`config.mk`:
```
export PLATFORM = sky130hd
export DESIGN_NAME = decode_queue
export DESIGN_NICKNAME = d
export VERILOG_FILES = /design/src/rtl/decode_pkg.sv /design/src/rtl/instr_decoder.sv /design/src/rtl/decode_queue.sv
export SDC_FILE = /design/constraint.sdc
export NUM_CORES = 1
export LEC_CHECK = 0
export CORE_UTILIZATION = 56
export CTS_CLUSTER_DIAMETER = 30
export DETAILED_ROUTE_END_ITERATION = 8
export PLACE_DENSITY = 0.88
export SYNTH_ARGS = -nofsm -noshare
export SYNTH_HDL_FRONTEND = slang
export SYNTH_SLANG_ARGS = --single-unit
```
`constraint.sdc`:
```
create_clock -name CLK -period 4.1 [get_ports CLK]
set_clock_uncertainty 0.05 [all_clocks]
set_input_delay 1.025 -clock CLK [delete_from_list [all_inputs] [get_ports CLK]]
set_output_delay 1.025 -clock CLK [all_outputs]
set_load 0.02 [all_outputs]
```
`src/rtl/decode_pkg.sv`:
```
// Shared types for the RV32I decode queue: opcodes, format enum and the
// decoded-instruction record carried through the queue.
package decode_pkg;

    localparam int XLEN = 32;

    localparam logic [6:0] OP_LOAD   = 7'b0000011;
    localparam logic [6:0] OP_OPIMM  = 7'b0010011;
    localparam logic [6:0] OP_JALR   = 7'b1100111;
    localparam logic [6:0] OP_STORE  = 7'b0100011;
    localparam logic [6:0] OP_BRANCH = 7'b1100011;
    localparam logic [6:0] OP_LUI    = 7'b0110111;
    localparam logic [6:0] OP_AUIPC  = 7'b0010111;
    localparam logic [6:0] OP_JAL    = 7'b1101111;
    localparam logic [6:0] OP_OP     = 7'b0110011;

    typedef enum logic [2:0] {
        FMT_R    = 3'd0,
        FMT_I    = 3'd1,
        FMT_S    = 3'd2,
        FMT_B    = 3'd3,
        FMT_U    = 3'd4,
        FMT_J    = 3'd5,
        FMT_NONE = 3'd6
    } fmt_t;

    typedef struct packed {
        logic [XLEN-1:0] pc;
        logic [4:0]      rs1;
        logic [4:0]      rs2;
        logic [4:0]      rd;
        logic [XLEN-1:0] imm;
        fmt_t            fmt;
        logic            uses_rs1;
        logic            uses_rs2;
        logic            writes_rd;
        logic            illegal;
    } decoded_t;

endpackage

```
`src/rtl/instr_decoder.sv`:
```
// Combinational RV32I field extractor: raw instruction word -> decoded_t.
// DECODE_RV32E_EN restricts register indices to x0-x15.
module instr_decoder
    import decode_pkg::*;
(
    input  logic [XLEN-1:0] ir,
    input  logic [XLEN-1:0] pc,
    output decoded_t        dec
);

    logic [4:0] f_rs1, f_rs2, f_rd;

    assign f_rs1 = ir[19:15];
    assign f_rs2 = ir[24:20];
    assign f_rd  = ir[11:7];

    always_comb begin
        dec     = '0;
        dec.pc  = pc;
        dec.fmt = FMT_NONE;
        case (ir[6:0])
            OP_LOAD, OP_OPIMM, OP_JALR: begin
                dec.fmt       = FMT_I;
                dec.rs1       = f_rs1;
                dec.rd        = f_rd;
                dec.uses_rs1  = 1'b1;
                dec.writes_rd = (f_rd != 5'd0);
                dec.imm       = {{20{ir[31]}}, ir[31:20]};
            end
            OP_STORE: begin
                dec.fmt      = FMT_S;
                dec.rs1      = f_rs1;
                dec.rs2      = f_rs2;
                dec.uses_rs1 = 1'b1;
                dec.uses_rs2 = 1'b1;
                dec.imm      = {{20{ir[31]}}, ir[31:25], ir[11:7]};
            end
            OP_BRANCH: begin
                dec.fmt      = FMT_B;
                dec.rs1      = f_rs1;
                dec.rs2      = f_rs2;
                dec.uses_rs1 = 1'b1;
                dec.uses_rs2 = 1'b1;
                dec.imm      = {{20{ir[31]}}, ir[7], ir[30:25], ir[11:8], 1'b0};
            end
            OP_LUI, OP_AUIPC: begin
                dec.fmt       = FMT_U;
                dec.rd        = f_rd;
                dec.writes_rd = (f_rd != 5'd0);
                dec.imm       = {ir[31:12], 12'b0};
            end
            OP_JAL: begin
                dec.fmt       = FMT_J;
                dec.rd        = f_rd;
                dec.writes_rd = (f_rd != 5'd0);
                dec.imm       = {{12{ir[31]}}, ir[19:12], ir[20], ir[30:21], 1'b0};
            end
            OP_OP: begin
                dec.fmt       = FMT_R;
                dec.rs1       = f_rs1;
                dec.rs2       = f_rs2;
                dec.rd        = f_rd;
                dec.uses_rs1  = 1'b1;
                dec.uses_rs2  = 1'b1;
                dec.writes_rd = (f_rd != 5'd0);
            end
            default: dec.illegal = 1'b1;
        endcase
`ifdef DECODE_RV32E_EN
        // Upper register bank absent: keep the format, drop every field.
        if (!dec.illegal && ((dec.uses_rs1 && dec.rs1[4]) ||
                             (dec.uses_rs2 && dec.rs2[4]) || dec.rd[4])) begin
            dec.rs1       = '0;
            dec.rs2       = '0;
            dec.rd        = '0;
            dec.imm       = '0;
            dec.uses_rs1  = 1'b0;
            dec.uses_rs2  = 1'b0;
            dec.writes_rd = 1'b0;
            dec.illegal   = 1'b1;
        end
`endif
    end

endmodule

```
`src/rtl/decode_queue.sv`:
```
// Registered RV32I decoder feeding a DEPTH-entry queue of decoded entries,
// with flush. Optional DECODE_RV32E_EN selects RV32E register checking.
module decode_queue
    import decode_pkg::*;
#(
    parameter int NBITS = 32,
    parameter int DEPTH = 4
) (
    input  logic             CLK,
    input  logic             RST,
    input  logic             IN_VALID,
    output logic             IN_READY,
    input  logic [NBITS-1:0] IR_IN,
    input  logic [NBITS-1:0] PC_IN,
    input  logic             FLUSH,
    output logic             OUT_VALID,
    input  logic             OUT_READY,
    output logic [NBITS-1:0] PC_OUT,
    output logic [4:0]       RS1,
    output logic [4:0]       RS2,
    output logic [4:0]       RD,
    output logic [NBITS-1:0] IMM,
    output fmt_t             FMT,
    output logic             USES_RS1,
    output logic             USES_RS2,
    output logic             WRITES_RD,
    output logic             ILLEGAL
);

    localparam int AW = $clog2(DEPTH);
    localparam int CW = AW + 1;

    if (NBITS != 32) begin : g_bad_nbits
        $error("decode_queue: only NBITS=32 is supported");
    end
    if (DEPTH < 2 || (DEPTH & (DEPTH - 1)) != 0) begin : g_bad_depth
        $error("decode_queue: DEPTH must be a power of two >= 2");
    end

    decoded_t        dec_in;
    decoded_t        head;
    decoded_t        mem [DEPTH];
    logic [AW-1:0]   wr_ptr, rd_ptr;
    logic [CW-1:0]   count;
    logic            push, pop;

    instr_decoder u_dec (
        .ir  (IR_IN),
        .pc  (PC_IN),
        .dec (dec_in)
    );

    assign IN_READY  = (count < CW'(DEPTH));
    assign OUT_VALID = (count != '0);
    assign push      = IN_VALID && IN_READY;
    assign pop       = OUT_VALID && OUT_READY;

    // Storage carries no reset; validity lives entirely in count.
    always_ff @(posedge CLK) begin
        if (push) mem[wr_ptr] <= dec_in;
    end

    always_ff @(posedge CLK or posedge RST) begin
        if (RST) begin
            wr_ptr <= '0;
            rd_ptr <= '0;
            count  <= '0;
        end else if (FLUSH) begin
            wr_ptr <= '0;
            rd_ptr <= '0;
            count  <= '0;
        end else begin
            if (push) wr_ptr <= wr_ptr + 1'b1;
            if (pop)  rd_ptr <= rd_ptr + 1'b1;
            case ({push, pop})
                2'b10:   count <= count + 1'b1;
                2'b01:   count <= count - 1'b1;
                default: ;
            endcase
        end
    end

    assign head      = OUT_VALID ? mem[rd_ptr] : '0;
    assign PC_OUT    = head.pc;
    assign RS1       = head.rs1;
    assign RS2       = head.rs2;
    assign RD        = head.rd;
    assign IMM       = head.imm;
    assign FMT       = head.fmt;
    assign USES_RS1  = head.uses_rs1;
    assign USES_RS2  = head.uses_rs2;
    assign WRITES_RD = head.writes_rd;
    assign ILLEGAL   = head.illegal;

endmodule

```
==> out/qor.csv <==
metric,value,unit
grt_pass1_vias,7679,
root_buffer,clkbuf_16,
ant_nets,0,
drt_iter0_drc,511,
final_max_slew_viol_count,0,
num_vias,7428,
yosysUniqueCellTypes,44,
p_int,8.424,mW
syn_inst,698,
p_switching,2.741,mW
cp_slowest_stage_delay,0.61,ns
syn_to_final_growth,29.38,%
vias_per_cell,5.799,
cts_inserted_buffers,59,
r2r-end,count[2]$_DFFE_PP0P_,
cp_num_buf_inv,2,
clkPwrFrac,44.2,%
portBuffers,156,
ir_worst_vdd,0.4285,mV
crit_start,count[0]$_DFFE_PP0P_,
grt_pass1_wl,44560,µm
tritoncts,done,
switching_share,24.55,%
hold_violations,0,
combPwrFrac,17.7,%
synth_nets,772,
syn_area_per_cell,20.25,µm²
yosysSeqAreaShare,74.34,%
path_clk_slew,0.05,ns
antenna_found_initial,1,
p_leak,6.326,nW
cts_max_level,2,
period_needed,3.864,ns
status,"finished, final reports clean",
cp_cell_sequence,or3_4 -> buf_4 -> and2_1 -> clkdlybuf4s50_1,
num_antenna_cells,0,
end_kind,output pin,
clockBufferDepth,3,
synth_seq_cells,351,
slowest_stage,clkdlybuf4s50_1,
dieHeight,160.9,µm
rrSetupSlack,0.88,ns
critPathArrivalTime,2.79,ns
hpwl,16970,µm
p_per_area,610.7,mW/mm²
clock.fmax,258.8,MHz
ys_warn_count,0,
crit_required,3.02,ns
path_class,register to output pin,
layout_commonest_cell,edfxtp_1,
drv_cap,0,
fp.coreArea,0.02453,mm²
ctsHoldBuffers,0,
seqPwrFrac,38.1,%
grt.overflow.total,0,
grt_max_degree,57,
hold_path.class,register to register,
reg2reg_from,count[0]$_DFFE_PP0P_,
total_power,11.17,mW
r2r_cells,9,
rows,57,
synth_area,0.01413,mm²
crit_path_end,IMM[8],
drt_pass1_iterations,5,
grt_use_total,23.08,%
layout.nets,980,
drive_gt1_share,23.82,%
tightest_slew,0.7659,ns
dieArea,0.02587,mm²
die_width,160.9,µm
cpLargestDelayFamily,buffers and inverters,
drc_errors,0,
mostFrequentLayoutCells,"edfxtp_1 (344), clkdlybuf4s50_1 (156), and2_1 (108)",
critPathMaxFanout,53,
finalSetupTns,0,ns
wl_per_cell,22.57,µm
final.period_utilization,94.24,%
initial_utilization,57.60,%
gp_congestion,0.7617,
critPathLaunchType,register,
insertion_delay,0.55,ns
setup_viol,0,
cp.depth,4,
max_slew_margin,48.66,%
totalWireLength,28910,µm
io_pins,157,
cts.sinks,351,
rsz0062_at_grt,false,
routing by layer:
layer | global-route usage [%] | wire length, µm
met1 | 31.55 | 11870
met2 | 37.89 | 14590
met3 | 5.449 | 2056
met4 | 5.746 | 391
met5 | 0 | 8
power groups by stage:
stage | Clock (mW) | Sequential (mW) | Combinational [mW]
after floorplan | 0 | 4.31 | 1.17
after global placement | 0 | 4.32 | 1.90
after detailed placement | 0 | 4.34 | 1.93
after CTS | 4.99 | 4.28 | 1.95
after global routing | 5.17 | 4.27 | 2.11
final | 4.94 | 4.25 | 1.98
per-stage QoR:
step	instance area, µm²	utilization (%)	instances	setup slack, ns	hold slack (ns)
floorplan	14130	-	698	0.1284	0.5116
global placement	16140	65.80	1160	0.6056	0.5475
detailed placement	16140	65.80	1160	0.5218	0.5577
CTS	18200	74.19	1272	0.08517	0.5666
global route	18280	74.52	1281	0.03352	0.6130
finish	18280	74.52	1281	0.2360	0.5581
tightest hold or removal path: stages (launching register included):
cell and delay (ns):
dfrtp_1 0.40, xnor2_1 0.13, nor2_1 0.04
Yosys cell counts:
cell type | n | area, µm²
a22o_1 | 4 | 35.03
nor2b_1 | 4 | 25.02
or4b_2 | 1 | 10.01
o22ai_2 | 1 | 12.51
mux2_4 | 1 | 15.01
nand3_1 | 3 | 15.01
inv_1 | 6 | 22.52
or4_1 | 1 | 7.510
a311o_1 | 1 | 10.01
nand3b_1 | 1 | 7.510
a21oi_1 | 6 | 30.03
a21o_1 | 22 | 165.2
o31ai_1 | 1 | 7.510
edfxtp_1 | 344 | 10330
nor4b_4 | 1 | 23.77
buf_8 | 1 | 15.01
buf_4 | 1 | 7.510
xor2_1 | 2 | 17.52
and3b_1 | 2 | 17.52
mux4_2 | 86 | 1937
nor3b_2 | 1 | 12.51
o22ai_1 | 2 | 12.51
buf_12 | 1 | 20.02
ha_1 | 4 | 50.05
xnor2_1 | 3 | 26.28
nand4bb_1 | 1 | 11.26
buf_2 | 18 | 90.09
fa_1 | 1 | 20.02
and2_1 | 112 | 700.7
clkbuf_2 | 1 | 5.000
o21ai_0 | 7 | 35.03
nor3_2 | 1 | 10.01
dfrtp_1 | 7 | 175.2
nand2_1 | 9 | 33.78
nand4b_1 | 1 | 8.760
a221oi_1 | 2 | 17.52
clkbuf_1 | 12 | 45.04
nor2_1 | 15 | 56.30
and3_1 | 2 | 12.51
buf_6 | 3 | 33.78
o21a_1 | 3 | 22.52
or3_1 | 1 | 6.260
nand3_2 | 1 | 10.01
nor3_1 | 1 | 5.000
sequential cells by signal, summed over array words and instances (netlist names):
signal / cells
mem: 344
count: 3
rd_ptr: 2
wr_ptr: 2
area by class of cell:
class | instances | area (µm²)
fillers | 1399 | 6251
clock inverters | 48 | 539.3
repair buffers | 184 | 1884
inverters | 6 | 22.52
flip-flops and latches | 351 | 10510
multi-input cells | 304 | 3402
clock buffers | 64 | 1516
well taps | 324 | 405.4
worst min path at each step:
stage / end / startpoint / cells past startpoint / slack, ns
global route: wr_ptr[0]$_DFFE_PP0P_ / wr_ptr[0]$_DFFE_PP0P_ / 2 / 0.61
global placement: wr_ptr[0]$_DFFE_PP0P_ / wr_ptr[0]$_DFFE_PP0P_ / 2 / 0.55
detailed placement: wr_ptr[0]$_DFFE_PP0P_ / wr_ptr[0]$_DFFE_PP0P_ / 2 / 0.56
CTS: wr_ptr[0]$_DFFE_PP0P_ / wr_ptr[0]$_DFFE_PP0P_ / 2 / 0.57
finish: wr_ptr[0]$_DFFE_PP0P_ / wr_ptr[0]$_DFFE_PP0P_ / 2 / 0.56
floorplan: wr_ptr[0]$_DFFE_PP0P_ / wr_ptr[0]$_DFFE_PP0P_ / 2 / 0.51
logic make-up after synthesis:
family	Yosys count	share of synthesized area [%]
flops	351	74.34
compound gates	49	2.461
buf+inv	43	1.691
simple gates	158	6.889
xor+xnor	5	0.3100
fa+ha+maj	5	0.4959
mux	87	13.81
repair_timing:
action | 4_1_cts | 5_1_grt
gates resized for setup | 1 | 0
gates cloned | 0 | 0
buffers inserted | 0 | 9
endpoints found under the setup margin | 35 | 2
No activity file was read; power rests on OpenSTA's default activity.
